[src/rtl/branch_predict_ctrl.sv]
// Branch prediction controller: clears the BTB after reset, predicts next_pc in fetch
// from BTB hit plus 2-bit direction counters, and repairs mispredictions in execute.
module branch_predict_ctrl #(
    parameter int IDX_W = 4,
    parameter int CNT_W = 16
) (
    input  logic             clk,
    input  logic             reset,
    input  logic [31:0]      pc_f,
    input  logic             btb_hit_f,
    input  logic [31:0]      btb_target_f,
    input  logic             br_valid_e,
    input  logic             br_taken_e,
    input  logic [31:0]      br_target_e,
    input  logic [31:0]      pc_e,
    input  logic             pred_taken_e,
    input  logic [31:0]      pred_target_e,
    output logic [31:0]      next_pc_f,
    output logic             pred_taken_f,
    output logic             stall_f,
    output logic             flush_fd,
    output logic             btb_we,
    output logic [IDX_W-1:0] btb_idx,
    output logic             btb_wvalid,
    output logic [31:0]      btb_wdata,
    output logic [CNT_W-1:0] misp_count
);

    localparam int ENTRIES = 2 ** IDX_W;

    typedef enum logic {INIT, RUN} state_t;

    state_t           state, next_state;
    logic [IDX_W-1:0] sweep_idx;
    logic [1:0]       ctr [ENTRIES];
    logic [IDX_W-1:0] idx_f, idx_e;
    logic             mispredict;
    logic [31:0]      correct_pc;

    function automatic logic [1:0] sat_inc2(input logic [1:0] v);
        return (v == 2'b11) ? v : v + 2'b01;
    endfunction

    function automatic logic [1:0] sat_dec2(input logic [1:0] v);
        return (v == 2'b00) ? v : v - 2'b01;
    endfunction

    function automatic logic [CNT_W-1:0] sat_inc_cnt(input logic [CNT_W-1:0] v);
        return (v == {CNT_W{1'b1}}) ? v : v + CNT_W'(1);
    endfunction

    assign idx_f      = pc_f[IDX_W+1:2];
    assign idx_e      = pc_e[IDX_W+1:2];
    assign correct_pc = br_taken_e ? br_target_e : pc_e + 32'd4;

    always_comb begin
        next_state   = state;
        next_pc_f    = pc_f;
        pred_taken_f = 1'b0;
        stall_f      = 1'b0;
        flush_fd     = 1'b0;
        btb_we       = 1'b0;
        btb_idx      = '0;
        btb_wvalid   = 1'b0;
        btb_wdata    = '0;
        mispredict   = 1'b0;
        if (reset) begin
            // Outputs must be quiet as soon as reset rises, before the state register reacts.
            stall_f = 1'b1;
        end else begin
            case (state)
                INIT: begin
                    stall_f = 1'b1;
                    btb_we  = 1'b1;
                    btb_idx = sweep_idx;
                    if (sweep_idx == {IDX_W{1'b1}})
                        next_state = RUN;
                end
                RUN: begin
                    pred_taken_f = btb_hit_f & ctr[idx_f][1];
                    next_pc_f    = pred_taken_f ? btb_target_f : pc_f + 32'd4;
                    if (br_valid_e) begin
                        mispredict = (br_taken_e != pred_taken_e) |
                                     (br_taken_e & pred_taken_e & (br_target_e != pred_target_e));
                        if (br_taken_e) begin
                            btb_we     = 1'b1;
                            btb_idx    = idx_e;
                            btb_wvalid = 1'b1;
                            btb_wdata  = br_target_e;
                        end else if (ctr[idx_e] == 2'b00) begin
                            btb_we  = 1'b1;
                            btb_idx = idx_e;
                        end
                    end
                    // A resolved mispredict outranks whatever fetch guessed this cycle.
                    if (mispredict) begin
                        next_pc_f    = correct_pc;
                        pred_taken_f = 1'b0;
                        flush_fd     = 1'b1;
                    end
                end
                default: next_state = INIT;
            endcase
        end
    end

    always_ff @(posedge clk or posedge reset) begin
        if (reset) begin
            state      <= INIT;
            sweep_idx  <= '0;
            misp_count <= '0;
            for (int i = 0; i < ENTRIES; i++)
                ctr[i] <= 2'b01;
        end else begin
            state <= next_state;
            if (state == INIT)
                sweep_idx <= sweep_idx + 1'b1;
            if (state == RUN && br_valid_e)
                ctr[idx_e] <= br_taken_e ? sat_inc2(ctr[idx_e]) : sat_dec2(ctr[idx_e]);
            if (mispredict)
                misp_count <= sat_inc_cnt(misp_count);
        end
    end

endmodule

[config.mk]
export PLATFORM = sky130hd
export DESIGN_NAME = branch_predict_ctrl
export DESIGN_NICKNAME = d
export VERILOG_FILES = /design/src/rtl/branch_predict_ctrl.sv
export SDC_FILE = /design/constraint.sdc
export NUM_CORES = 1
export LEC_CHECK = 0
export CAP_MARGIN = 40
export CORE_MARGIN = 2
export CORE_UTILIZATION = 25
export CTS_BUF_LIST = sky130_fd_sc_hd__clkbuf_4
export DETAILED_ROUTE_END_ITERATION = 6
export PLACE_DENSITY_LB_ADDON = 0.25
export SLEW_MARGIN = 15
export SYNTH_ARGS = -nofsm -noshare
export SYNTH_HDL_FRONTEND = slang
export SYNTH_SLANG_ARGS = --single-unit
[constraint.sdc]
create_clock -name clk -period 2.5 [get_ports clk]
set_input_delay 0.375 -clock clk [delete_from_list [all_inputs] [get_ports clk]]
set_output_delay 0.375 -clock clk [all_outputs]
set_load 0.01 [all_outputs]
# Word-level counts from Yosys, hierarchy flattened
# Cells that the tools add are included.
# W data, S select, Z words.
# totals
reg_bits	53
output_inout_bits	89
elab_cells	95
# classes
add_sub_neg	6
n_lt_le_gt_ge	3
eq_ne	5
muxes	50
bitwise_logic	8
reduce_logical	4
# op_table
operator	count
$mux W32	9
$add A32 B3 Y32 const B	2
$bwmux W32	1
$ne A32 B32 Y1	1
$mux W1	23
$add A16 B1 Y16 const B	1
$bmux W2 S4	2
$eq A16 B16 Y1 const B	1
$mux W2	8
$mux W4	4
$ge A5 B5 Y1 const B	2
$not A4 Y5	2
$demux W2 S4	1
$pmux W4 S2	1
$lt A5 B1 Y1 const B	1
$add A4 B1 Y4 const B	1
$eq A4 B4 Y1 const B	1
$and A1 B1 Y1	3
$add A2 B1 Y2 const B	1
$eq A2 B2 Y1 const B	1
$logic_and A1 B1 Y1	2
$logic_not A2 Y1	1
$not A1 Y1	2
$pmux W1 S2	1
other kinds (4)	4

# Longest topological paths before layout
# depth
word_depth	10
mapped_depth	10
mapped_depth_nobuf	8

# Least setup slack after synthesis
# OpenSTA, ideal clock, no wires.
# synth_path
kind	input port to output port
startpoint	in pc_f[2]
endpoint	out next_pc_f[12]
t_arrival_ps	2347
required_time_ps	2125
setup_slack_ps	-222
path_stages	8
n_path_buf	3
cell_sequence	buf_2 > mux4_2 > o211ai_1 > and2_1 > buf_2 > buf_1 > o211ai_1 > a31oi_1
# synth_between
elab_chain_len	9
word_cells_on_any_way	10
# synth_lines
element	line_no	text
start: declaration	9	input logic [31:0] pc_f,
branches (longest 5 deep; another with $add A32 B3 Y32)	-	
$mux W32 *	81	next_pc_f = pred_taken_f ? btb_target_f : pc_f + 32'd4;
$mux W32 *	96	if (mispredict) begin
$mux W32 *	71	case (state)
$mux W32 *	67	if (reset) begin
end: declaration	18	output logic [31:0] next_pc_f,
# Mark *: on every way between the ends. The select of a mux whose other input is x is not followed.

# Worst setup path in the final report
# layout_path
startpoint	reg ctr[19] (netlist name)
endpoint	out btb_idx[0]
# layout_between
elab_chain_len	9
# layout_lines
element	line_no	text
start: declaration	35	logic [1:0] ctr [ENTRIES];
start signal: indexed assignment	119	ctr[idx_e] <= br_taken_e ? sat_inc2(ctr[idx_e]) : sat_dec2(ctr[idx_e]);
$bmux W2 S4	90	end else if (ctr[idx_e] == 2'b00) begin
$mux W2 (implied by the code) (2 in series)	90	
$logic_not A2 Y1	90	
$mux W4	90	
$mux W4	85	if (br_taken_e) begin
$mux W4	82	if (br_valid_e) begin
$pmux W4 S2	71	
$mux W4	67	
end: declaration	23	output logic [IDX_W-1:0] btb_idx,
# Every way passes these cells. The select of a mux whose other input is x is not followed.

==> results by group <==
Run status
  • Status: finished with violations
  • Failing checks: negative setup slack

STA
  • Slew headroom: 0.544
  • Clock Skew: 0.0183 ns
  • Final min period: 3.11 ns
  • Final setup fails: 55
  • RSZ-0062 raised after global routing: true
  • Fmax: 0.322 GHz
  • Setup WS post-layout: -0.610 ns
  • Final hold violation count: 0
  • Tightest Pin Transition: 0.684 ns
  • Fin crit share: 1.24
  • Max-slew violations: 0

Global route
  • GR Util All Layers: 0.230
  • Vias in the first global route: 7500
  • Largest net degree at the start of global routing: 54
  • Overflow left after global routing: 0
  • Antenna violations before repair: 1
  • First-pass GRT wire length: 42700 µm

Placement
  • Port buffer count: 254
  • Dpl hpwl: 22500 µm
  • GP Congestion: 0.890
  • Area after DPL: 10200 µm²

Route
  • Initial DRT Pass Iterations: 5
  • Total wire length: 28600 µm
  • Drt wl/cell: 19.5 µm
  • Vias per cell: 5.07
  • Initial DRC count: 416
  • Final ANT Viol Nets: 0
  • DRC viols: 0
  • Via count: 7455

Power
  • Lkg Pwr: 4.97 nW
  • IR Drop Worst-Case VDD: 0.494 mV
  • P per Cell Area: 395 nW/µm²
  • Total power: 4.37 mW

Floorplan
  • IO Pins: 255
  • Die Ht: 155 µm
  • Initial Util: 0.253
  • Die X: 155 µm
  • Core area: 22500 µm²
  • Row count: 55
  • DIE AREA: 24000 µm²

Synthesis
  • Number of enable flip-flop cells after synthesis: 0
  • Dominant synthesized flop cell: dfrtp_1
  • Synthesized instance count: 709
  • Register area share after synthesis: 0.236
  • Synth async-reset ratio: 1.00
  • Count of cell types in the netlist: 54
  • Cell area after synthesis: 5700 µm²
  • YS warnings: 0
  • Syn nets: 883
  • Syn Area/Cell: 8.04 µm²
  • Yosys reg bits: 53

Critical path
  • CP top delay family: multiplexers
  • Critical-path cell list: buf_4 -> buf_6 -> mux4_2 -> mux4_2 -> nor2_4 -> o21ai_2 -> and2_4 -> nor3_4 -> buf_2
  • Crit path top cell by count: mux4_2
  • Crit path arrival time: 2.74 ns
  • Slowest-stage cell, CP: mux4_2
  • Kind of critical path: flop to output pin
  • Slowest stage delay, CP: 0.54 ns
  • Crit path capture type: output pin
  • CP bufs+invs: 3
  • Startpoint types: flop
  • Worst-path fanout max: 3
  • CP required: 2.12 ns

CTS
  • Reg clk slew, reported paths: 0.17 ns
  • Clock Tree Root: clkbuf_4
  • Hold Buf Count CTS: 0
  • Bufs on Longest Clock Path: 2
  • CTS sink cnt: 53
  • CTS tree: done
  • H-tree depth: 2
  • CTS buffer count: 5
  • Clock Latency Late Sink: 0.39 ns

Finish
  • Layout cell share with drive strength beyond 1: 0.416
  • Final nets: 1356
  • Final core occ: 0.492
  • Post-route cell area: 11100 µm²
  • Area growth syn-to-layout: 94.3%

Flow run
  • MaxCap Viol Count: 0

Min path
  • Min-delay worst type: flop to flop
## synthesized netlist by cell type, types with 5 or more instances
master     number  area share
a21oi_1        30       0.026
a31oi_1        10       0.011
and2_1         35       0.038
and3_1         18       0.020
and4_1          8       0.012
buf_1           5      0.0033
clkbuf_1       34       0.022
dfrtp_1        37        0.16
dfstp_2        16       0.074
ha_1            8       0.018
inv_1          17       0.011
mux2_2         30       0.059
mux2i_1        10       0.018
mux4_2         12       0.047
nand2_1        69       0.045
nand2b_1        9      0.0099
nand3_1        27       0.024
nand4_1        40       0.044
nor2_1         53       0.035
nor3_1         28       0.025
nor3b_1         5      0.0066
nor4_1         15       0.016
o2111ai_1       7       0.011
o211ai_1       14       0.018
o21ai_0        22       0.019
o221ai_1       13       0.020
o31ai_1         7      0.0092
xnor2_1        47       0.072
xor2_1         38       0.058
## state kept, by name (all words and copies together) (netlist names)
name,cells
ctr,32
misp_count,16
state,1
sweep_idx,4
## area by class of cell
| cell class | instances | area [µm²] |
|---|---|---|
| timing repair buffer | 510 | 4450 |
| fill | 2211 | 11400 |
| multi-input combinational | 594 | 4770 |
| antenna | 1 | 2.50 |
| tap | 285 | 357 |
| sequential | 53 | 1350 |
| clock buffer | 5 | 37.5 |
| clock inverter | 3 | 41.3 |
| inverter | 18 | 73.8 |
## stage by stage
stage	std cells	hold WS [ns]	TNS, ns	setup slack [ns]
2_1_floorplan	709	0.458	-0.0204	-0.0204
3_3_place_gp	1424	0.477	-85.70	-1.40
3_5_place_dp	1424	0.478	-84.90	-1.38
4_1_cts	1459	0.500	-18.23	-0.575
5_1_grt	1469	0.520	-24.10	-0.707
6_report	1469	0.496	-18.80	-0.610
## final timing paths
kind	from	end	slack [ns]	depth (start not counted)
min	misp_count[8]$_DFFE_PP0P_	misp_count[8]$_DFFE_PP0P_	0.50	1
max reg2reg	ctr[19]$_DFFE_PP0P_	ctr[2]$_DFFE_PP1P_	-0.08	7
max in group asynchronous	reset	ctr[31]$_DFFE_PP0P_	1.37	4
min in group asynchronous	reset	misp_count[4]$_DFFE_PP0P_	0.69	4
min reg2reg	misp_count[8]$_DFFE_PP0P_	misp_count[8]$_DFFE_PP0P_	0.50	1
max	ctr[19]$_DFFE_PP0P_	btb_idx[0]	-0.61	9
## metal layers
| metal | wire length (µm) | vias up | track usage |
|---|---|---|---|
| li1 | - | 3580 | - |
| met1 | 11000 | 3535 | 0.268 |
| met2 | 14600 | 293 | 0.425 |
| met3 | 1940 | 47 | 0.0373 |
| met4 | 1090 | 0 | 0.0825 |
| met5 | 0 | - | 0 |
## logic make-up (layout without fill, tap and decap cells)
group           Yosys count  count (layout)  share of synthesized area
compound gates          129             129                      0.156
flops                    53              53                      0.236
mux                      52              52                      0.124
buf+inv                  64             536                     0.0463
xor+xnor                 85              85                      0.131
simple gates            317             318                      0.288
other cells               0               1                          0
fa+ha+maj                 9              10                     0.0195
## where the power goes
| group | switching [mW] | internal (mW) |
|---|---|---|
| Sequential | 0.130 | 1.08 |
| Combinational | 1.26 | 1.41 |
| Clock | 0.289 | 0.207 |
## layout by cell type (no fill, tap or decap), types with 16 or more instances in the layout
| master | netlist | routed |
|---|---|---|
| buf_4 | 1 | 218 |
| clkdlybuf4s50_1 | 0 | 108 |
| nand2_1 | 69 | 62 |
| dlygate4sd2_1 | 0 | 52 |
| nor2_1 | 53 | 48 |
| buf_2 | 4 | 42 |
| nand4_1 | 40 | 40 |
| xor2_1 | 38 | 38 |
| dfrtp_1 | 37 | 37 |
| and2_1 | 35 | 33 |
| xnor2_1 | 47 | 30 |
| mux2_2 | 30 | 30 |
| buf_6 | 2 | 29 |
| clkdlybuf4s15_1 | 0 | 27 |
| nand3_1 | 27 | 25 |
| a21oi_1 | 30 | 19 |
| and3_1 | 18 | 17 |
| xnor2_2 | 0 | 17 |
| dfstp_2 | 16 | 16 |
## what timing repair did
action,in CTS,in global routing
setup buffers,23,11
hold endpoints to repair,0,0
pin swaps,77,73
gates cloned,6,1
gates resized for setup,414,105
endpoints found under the setup margin,117,67
No activity file was read; power rests on OpenSTA's default activity.
